[config.mk]
export PLATFORM = sky130hd
export DESIGN_NAME = mults_mac_accum_flat
export DESIGN_NICKNAME = d
export VERILOG_FILES = /design/src/rtl/mults_pkg.sv /design/src/rtl/mults_mac_accum_if.sv /design/src/rtl/mults_sat_add.sv /design/src/rtl/mults_mac_accum.sv /design/src/flat_wrapper.sv
export SDC_FILE = /design/constraint.sdc
export NUM_CORES = 1
export LEC_CHECK = 0
export ABC_AREA = 1
export BUFFER_PORTS_ARGS = -buffer_cell sky130_fd_sc_hd__buf_2
export CAP_MARGIN = 25
export CELL_PAD_IN_SITES_DETAIL_PLACEMENT = 1
export CELL_PAD_IN_SITES_GLOBAL_PLACEMENT = 2
export CORE_UTILIZATION = 31
export DETAILED_ROUTE_END_ITERATION = 10
export PLACE_DENSITY_LB_ADDON = 0.1
export REMOVE_ABC_BUFFERS = 1
export SLEW_MARGIN = 25
export SYNTH_ARGS = -nofsm -noshare
export SYNTH_HDL_FRONTEND = slang
export SYNTH_SLANG_ARGS = --single-unit
[constraint.sdc]
create_clock -name clk -period 2.3 [get_ports clk]
set_input_delay 0.115 -clock clk [delete_from_list [all_inputs] [get_ports clk]]
set_output_delay 0.115 -clock clk [all_outputs]
set_load 0.02 [all_outputs]
[src/rtl/mults_pkg.sv]
// Shared definitions for the signed MAC accumulation path: default widths,
// the accumulator FSM state type and the saturation bounds.
package mults_pkg;

  // Product width coming out of the signed 8x8 multiplier.
  localparam int PROD_W_DEFAULT = 16;

  typedef enum logic [1:0] {
    IDLE,
    ACCUM,
    HOLD
  } state_t;

  // Largest value representable in a signed accumulator of width w.
  function automatic longint sat_max(input int w);
    return (longint'(1) <<< (w - 1)) - longint'(1);
  endfunction

  // Smallest value representable in a signed accumulator of width w.
  function automatic longint sat_min(input int w);
    return -(longint'(1) <<< (w - 1));
  endfunction

endpackage

[src/rtl/mults_mac_accum_if.sv]
// Handshake bundle between the product producer, the accumulator and the
// result consumer.
interface mults_mac_accum_if #(
  parameter int PROD_W = 16,
  parameter int ACC_W  = 24
) ();

  logic                     start;
  logic                     in_valid;
  logic                     in_ready;
  logic signed [PROD_W-1:0] product;
  logic                     out_valid;
  logic                     out_ready;
  logic signed [ACC_W-1:0]  acc_out;
  logic                     sat;
  logic                     busy;

  modport slave (
    input  start, in_valid, product, out_ready,
    output in_ready, out_valid, acc_out, sat, busy
  );

  modport master (
    output start, in_valid, product, out_ready,
    input  in_ready, out_valid, acc_out, sat, busy
  );

endinterface

[src/rtl/mults_sat_add.sv]
// Saturating signed adder: acc + sign-extended product, clamped to the
// signed range of the accumulator, with an overflow indication.
module mults_sat_add
  import mults_pkg::*;
#(
  parameter int IN_W  = 16,
  parameter int ACC_W = 24
) (
  input  logic signed [ACC_W-1:0] acc,
  input  logic signed [IN_W-1:0]  product,
  output logic signed [ACC_W-1:0] sum,
  output logic                    overflow
);

  localparam logic signed [ACC_W:0] MAX_VAL = (ACC_W + 1)'(sat_max(ACC_W));
  localparam logic signed [ACC_W:0] MIN_VAL = (ACC_W + 1)'(sat_min(ACC_W));

  logic signed [ACC_W:0] wide;

  assign wide = {acc[ACC_W-1], acc} + {{(ACC_W + 1 - IN_W){product[IN_W-1]}}, product};

  // One extra bit of headroom makes the out-of-range check exact.
  always_comb begin
    sum      = wide[ACC_W-1:0];
    overflow = 1'b0;
    if (wide > MAX_VAL) begin
      sum      = MAX_VAL[ACC_W-1:0];
      overflow = 1'b1;
    end else if (wide < MIN_VAL) begin
      sum      = MIN_VAL[ACC_W-1:0];
      overflow = 1'b1;
    end
  end

endmodule

[src/rtl/mults_mac_accum.sv]
// Frame accumulator: sums FRAME_LEN signed products with saturation and
// presents the sum plus a sticky saturation flag on a valid/ready port.
module mults_mac_accum
  import mults_pkg::*;
#(
  parameter int PROD_W    = PROD_W_DEFAULT,
  parameter int ACC_W     = 24,
  parameter int FRAME_LEN = 8
) (
  input  logic                clk,
  input  logic                rst,
  mults_mac_accum_if.slave    bus
);

  localparam logic [7:0] LAST_IDX = 8'(FRAME_LEN - 1);

  state_t                  state;
  logic signed [ACC_W-1:0] acc;
  logic signed [ACC_W-1:0] sum;
  logic                    ovf;
  logic [7:0]              count;
  logic                    sat_r;
  logic                    out_valid_r;
  logic                    take;

  // A pending start blocks acceptance so no product falls into a frame being cleared.
  assign bus.in_ready  = (state == ACCUM) && !bus.start;
  assign take          = bus.in_valid && bus.in_ready;
  assign bus.busy      = (state == ACCUM);
  assign bus.out_valid = out_valid_r;
  assign bus.acc_out   = acc;
  assign bus.sat       = sat_r;

  mults_sat_add #(
    .IN_W  (PROD_W),
    .ACC_W (ACC_W)
  ) u_sat_add (
    .acc      (acc),
    .product  (bus.product),
    .sum      (sum),
    .overflow (ovf)
  );

  // Frame FSM with the accumulator, product count and sticky flag.
  always_ff @(posedge clk) begin
    if (rst) begin
      state       <= IDLE;
      acc         <= '0;
      count       <= '0;
      sat_r       <= 1'b0;
      out_valid_r <= 1'b0;
    end else begin
      case (state)
        IDLE: begin
          if (bus.start) begin
            state <= ACCUM;
            acc   <= '0;
            count <= '0;
            sat_r <= 1'b0;
          end
        end
        ACCUM: begin
          if (bus.start) begin
            acc   <= '0;
            count <= '0;
            sat_r <= 1'b0;
          end else if (take) begin
            acc   <= sum;
            sat_r <= sat_r | ovf;
            count <= count + 8'd1;
            if (count == LAST_IDX) begin
              state       <= HOLD;
              out_valid_r <= 1'b1;
            end
          end
        end
        HOLD: begin
          if (bus.out_ready) begin
            out_valid_r <= 1'b0;
            if (bus.start) begin
              state <= ACCUM;
              acc   <= '0;
              count <= '0;
              sat_r <= 1'b0;
            end else begin
              state <= IDLE;
            end
          end
        end
        default: begin
          state       <= IDLE;
          out_valid_r <= 1'b0;
        end
      endcase
    end
  end

endmodule

[src/flat_wrapper.sv]
// flat-port wrapper written by rule: the top's interface ports become plain ports
module mults_mac_accum_flat import mults_pkg::*;
#(
  parameter int PROD_W    = PROD_W_DEFAULT,
  parameter int ACC_W     = 24,
  parameter int FRAME_LEN = 8
)
  (clk, rst, bus_start, bus_in_valid, bus_product, bus_out_ready, bus_in_ready, bus_out_valid, bus_acc_out, bus_sat, bus_busy);
  mults_mac_accum_if #(.PROD_W(PROD_W), .ACC_W(ACC_W)) bus_i ();
  input  logic clk;
  input  logic rst;
  input wire logic [$bits(bus_i.start)-1:0] bus_start;
  input wire logic [$bits(bus_i.in_valid)-1:0] bus_in_valid;
  input wire logic [$bits(bus_i.product)-1:0] bus_product;
  input wire logic [$bits(bus_i.out_ready)-1:0] bus_out_ready;
  output wire logic [$bits(bus_i.in_ready)-1:0] bus_in_ready;
  output wire logic [$bits(bus_i.out_valid)-1:0] bus_out_valid;
  output wire logic [$bits(bus_i.acc_out)-1:0] bus_acc_out;
  output wire logic [$bits(bus_i.sat)-1:0] bus_sat;
  output wire logic [$bits(bus_i.busy)-1:0] bus_busy;
  assign bus_i.start = bus_start;
  assign bus_i.in_valid = bus_in_valid;
  assign bus_i.product = bus_product;
  assign bus_i.out_ready = bus_out_ready;
  assign bus_in_ready = bus_i.in_ready;
  assign bus_out_valid = bus_i.out_valid;
  assign bus_acc_out = bus_i.acc_out;
  assign bus_sat = bus_i.sat;
  assign bus_busy = bus_i.busy;
  mults_mac_accum #(.PROD_W(PROD_W), .ACC_W(ACC_W), .FRAME_LEN(FRAME_LEN)) u_core (.clk(clk), .rst(rst), .bus(bus_i));
endmodule
==> results <==
- STA classifies the critical path startpoint as a flop.
- The sum of overflow across all layers after global routing is 0.
- The congestion estimate from routability-driven global placement came to 0.791.
- Measured against its own limit, the worst slew margin works out to 61.8%.
- The first global-routing pass estimated roughly 18000 um of wire.
- The worst path in the final design needs a cycle of ~2200 ps, including I/O delays and setup.
- The worst hold path class is primary input to flop.
- The pin count of the biggest net entering global routing is 28.
- The longest individual stage delay on the worst path is between 300 and 400 ps.
- The count of hold buffers inserted by post-cts repair is 0.
- For this block, the via count after detailed routing is approximately 3700.
- The number of synthesized flops with an enable pin is 0.
- The flip-flop and latch count after synthesis is 36.
- The most common flop cell mapped by yosys is sky130_fd_sc_hd__dfxtp_1.
- The H-tree depth is 2.
- The effective utilization at floorplan is 32.2%.
- The overall die area is about 12000 um2.
- The core area is roughly 11000 um2.
- The sequential fraction of design power is 29.3%.
- The detailed-route wire length per cell is around 15 um.
- The fraction of final layout cells sized beyond drive strength 1 is 31.9%.
- After floorplanning, the core was divided into 38 placement rows.
- The area of placed instances is approximately 4000 um2.
- Each instance of the synthesized netlist takes up on average approximately 6.3 um2.
- The internal portion of the total power is 1460 uW.
- TritonCTS built the clock tree.
- The worst hold margin is between 100 and 150 ps.
- In this run the static leakage power is between 0.002 and 0.0025 uW.
- The first-pass iteration count of the detailed router is 4.
- The cell area power density is between 500 and 600 nW/um2.
- The via count of the first global-routing pass came to roughly 3800.
- Prior to clock tree synthesis, the placed netlist has a worst setup slack of -15.1 ps.
- The flow ran to the end, and the final reports show no timing, DRC or antenna violations.
- The final layout contains routed wiring with a total length of approximately 11000 um.
- The path type of the worst setup path is flop to flop.
- The antenna violation net count after detailed routing is 0.
- The data required time at the worst endpoint is around 2500 ps.
- The proportion of synthesized flip-flops having asynchronous set or reset is 0%.
- At the end of the flow the core is filled with cells to between 40 and 50%.
- Clock-pin slew was measured on the worst setup and hold paths at 60 ps.
- The share of the yosys chip area belonging to registers is between 20% and 30%.
- The hold violation count in the final report is 0.
- The clock insertion delay at the later pin of the skew report is approximately 300 ps.
- The clock passes through at most 2 buffers.
- VDD sags by at most 0.000235 V.
- After legalization and detailed placement, the total HPWL measured just under 9000 um.
- The final period utilization is between 90% and 100%.
- In this run the horizontal extent of the chip is 109 um.
- The post-synth design cell area is ~3500 um2.
- The number of antenna diodes in the final layout is 0.
- The cell seen most often among critical-path stages is sky130_fd_sc_hd__nand2_1.
- The Yosys step of the flow raised 0 warnings.
- The global routing usage summed across all routing layers is about a fifth.
- On the critical path the largest part of the delay comes from simple AND/OR/NAND/NOR gates.
- The max-capacitance violation count is 0.
- The reported net switching power is 855 uW.
- The tree built by TritonCTS fans out to 36 sinks.
- STA classifies the critical path endpoint as a flop.
- The worst setup skew after layout is 2.91 ps.
- The die span in y is 109 um.
- The largest individual stage delay along the critical path comes from the cell sky130_fd_sc_hd__dfxtp_1.
- The signal on the critical path passes through ha_1 -> a21oi_1 -> nand2_1 -> nand2_1 -> nand2_2 -> nand2_1 -> nand3_1 -> nand2_4 -> nand4_4 -> buf_12 -> nand2_1 -> nand2_1 -> a21oi_2.
- The largest fanout on the critical path is 12.
- The number of violations reported at the end of detailed-routing iteration 0 is 93.
- The count of buffering cells on the critical path with inverters included is 1.
- The data arrival time of the critical path is between 2000 and 2500 ps.
- The number of buffer cells added on primary ports is between 40 and 50.
- At the pin with the least slew margin, the transition time is about 570 ps.
- The count of boundary I/O pins is roughly 50.
- The combinational fraction of design power is 35.3%.
- The relative area change from synthesis to final layout is 28.9%.
- The final setup violation count is 0.
- The number of nets in the layout is 673.
- The net switching share of the total power is 36.9%.
- Timing would allow up to ~0.46 GHz.
- The clock network burns a little over a third of the power.
- In this run, CTS created clock tree buffers numbering 5.
- The max-slew violation count was 0.
- After routing the design area is ~4500 um2.
- The number of different library cells used by synthesis comes to 36.
- Using the TritonRoute via totals, the vias-per-cell ratio works out to roughly 4.8.
- The cell at the root of the clock tree is sky130_fd_sc_hd__clkbuf_16.
- The number of remaining DRC errors is 0.
- In this run the register-to-register setup slack is roughly 150 ps.
- The post-synthesis cell count is 559.
- Setup slack on the critical path of the routed design comes to between 100 and 150 ps.
- The number of antenna violations at the first check in global routing is 0.
==> area by class of cell <==
class / instances / area [um2]
clock buffer: 5 / 125
clock inverter: 3 / 42.5
fill: 1423 / 6390
inverter: 79 / 297
multi-input combinational: 436 / 2760
sequential: 36 / 722
tap: 140 / 175
timing repair buffer: 68 / 415
==> worst paths after layout <==
kind / start / to / cells after the start
worst min register to register: u_core.bus.out_valid / u_core.bus.out_valid / 2
worst min-delay path: bus_out_ready / u_core.bus.out_valid / 4
worst max-delay path: u_core.bus.acc_out[2] / u_core.bus.acc_out[10] / 13
worst max register to register: u_core.bus.acc_out[2] / u_core.bus.acc_out[10] / 13
==> sequential cells by signal, indices dropped and copies added, names as in the netlist <==
signal	count
u_core.bus.out_valid	1
u_core.bus.sat	1
u_core.state	2
u_core.count	8
u_core.bus.acc_out	24
==> synth_stat cells (all sizes together) (2+ instances only) <==
cell    number  share of area (%)
nand2      235                 29
inv         79                8.4
a21oi       58                 11
nor2        39                5.0
dfxtp       36                 20
ha          25                8.9
nand3       21                3.0
nand4       10                2.6
buf          8                2.4
o21ai        8                1.1
xor2         8                2.0
o21bai       7                1.5
xnor2        6                1.5
nor3         4               0.57
clkbuf       3               0.32
and2         2               0.36
and3         2               0.36
nor4         2               0.36
or2          2               0.36
==> repair_timing <==
action	CTS	global route
resized for setup	1	58
setup buffers	0	2
gates cloned	1	2
pin swaps	0	10
setup endpoints to repair	13	24
==> power groups by stage <==
stage | registers (uW) | logic (uW) | clock network, uW
6_report | 678 | 817 | 819
4_1_cts | 675 | 749 | 852
3_3_place_gp | 687 | 721 | 0
2_1_floorplan | 712 | 464 | 0
3_5_place_dp | 688 | 730 | 0
5_1_grt | 682 | 912 | 869
==> cell families after synthesis <==
group	count (synthesis)	share of synthesized area, %
AOI/OAI and AO/OA	75	13.8
DFF	36	20.5
buffers and inverters	90	11.1
adders and majority gates	26	9.45
and+or+nand+nor	318	41.7
xor gates and xnor gates	14	3.48
==> cells in the final DEF, fill, tap and decap left out, types with 5 or more instances in the layout <==
cell / synthesis / final
sky130_fd_sc_hd__inv_2: 5 / 7
sky130_fd_sc_hd__dfxtp_1: 36 / 35
sky130_fd_sc_hd__nand4_1: 7 / 7
sky130_fd_sc_hd__nand2_8: 1 / 6
sky130_fd_sc_hd__buf_4: 3 / 18
sky130_fd_sc_hd__nor2_2: 9 / 7
sky130_fd_sc_hd__a21oi_2: 24 / 26
sky130_fd_sc_hd__ha_4: 0 / 11
sky130_fd_sc_hd__nand2_2: 36 / 39
sky130_fd_sc_hd__inv_1: 74 / 72
sky130_fd_sc_hd__buf_2: 2 / 48
sky130_fd_sc_hd__nand2_4: 4 / 5
sky130_fd_sc_hd__xnor2_1: 6 / 6
sky130_fd_sc_hd__nor2_1: 29 / 28
sky130_fd_sc_hd__o21ai_0: 6 / 6
sky130_fd_sc_hd__nand2_1: 194 / 188
sky130_fd_sc_hd__nand3_1: 21 / 20
sky130_fd_sc_hd__a21oi_1: 34 / 30
sky130_fd_sc_hd__ha_2: 0 / 8
sky130_fd_sc_hd__o21bai_1: 7 / 7
sky130_fd_sc_hd__xor2_1: 8 / 7
sky130_fd_sc_hd__ha_1: 25 / 6
sky130_fd_sc_hd__clkbuf_16: 0 / 5
==> routing by layer <==
layer	share of wire [%]	track usage, %
met4	1.0	4.73
met2	49	35.6
met3	2.5	3.41
met5	0	0
met1	47	25.9
==> metrics by stage <==
stage | std cells | power [uW] | setup TNS (ps)
after global routing | 767 | 2460 | -18.9
final | 767 | 2310 | 0
after detailed placement | 754 | 1420 | -34.0
after CTS | 763 | 2280 | -17.3
after floorplan | 548 | 1180 | 0
after global placement | 754 | 1410 | 0
==> tightest hold or removal path, delay by kind of cell <==
kind | cells | cell delay (ps)
buf+inv | 1 | 80
simple gates | 1 | 80
compound gates | 2 | 110
Power figures use the tool's default switching activity.
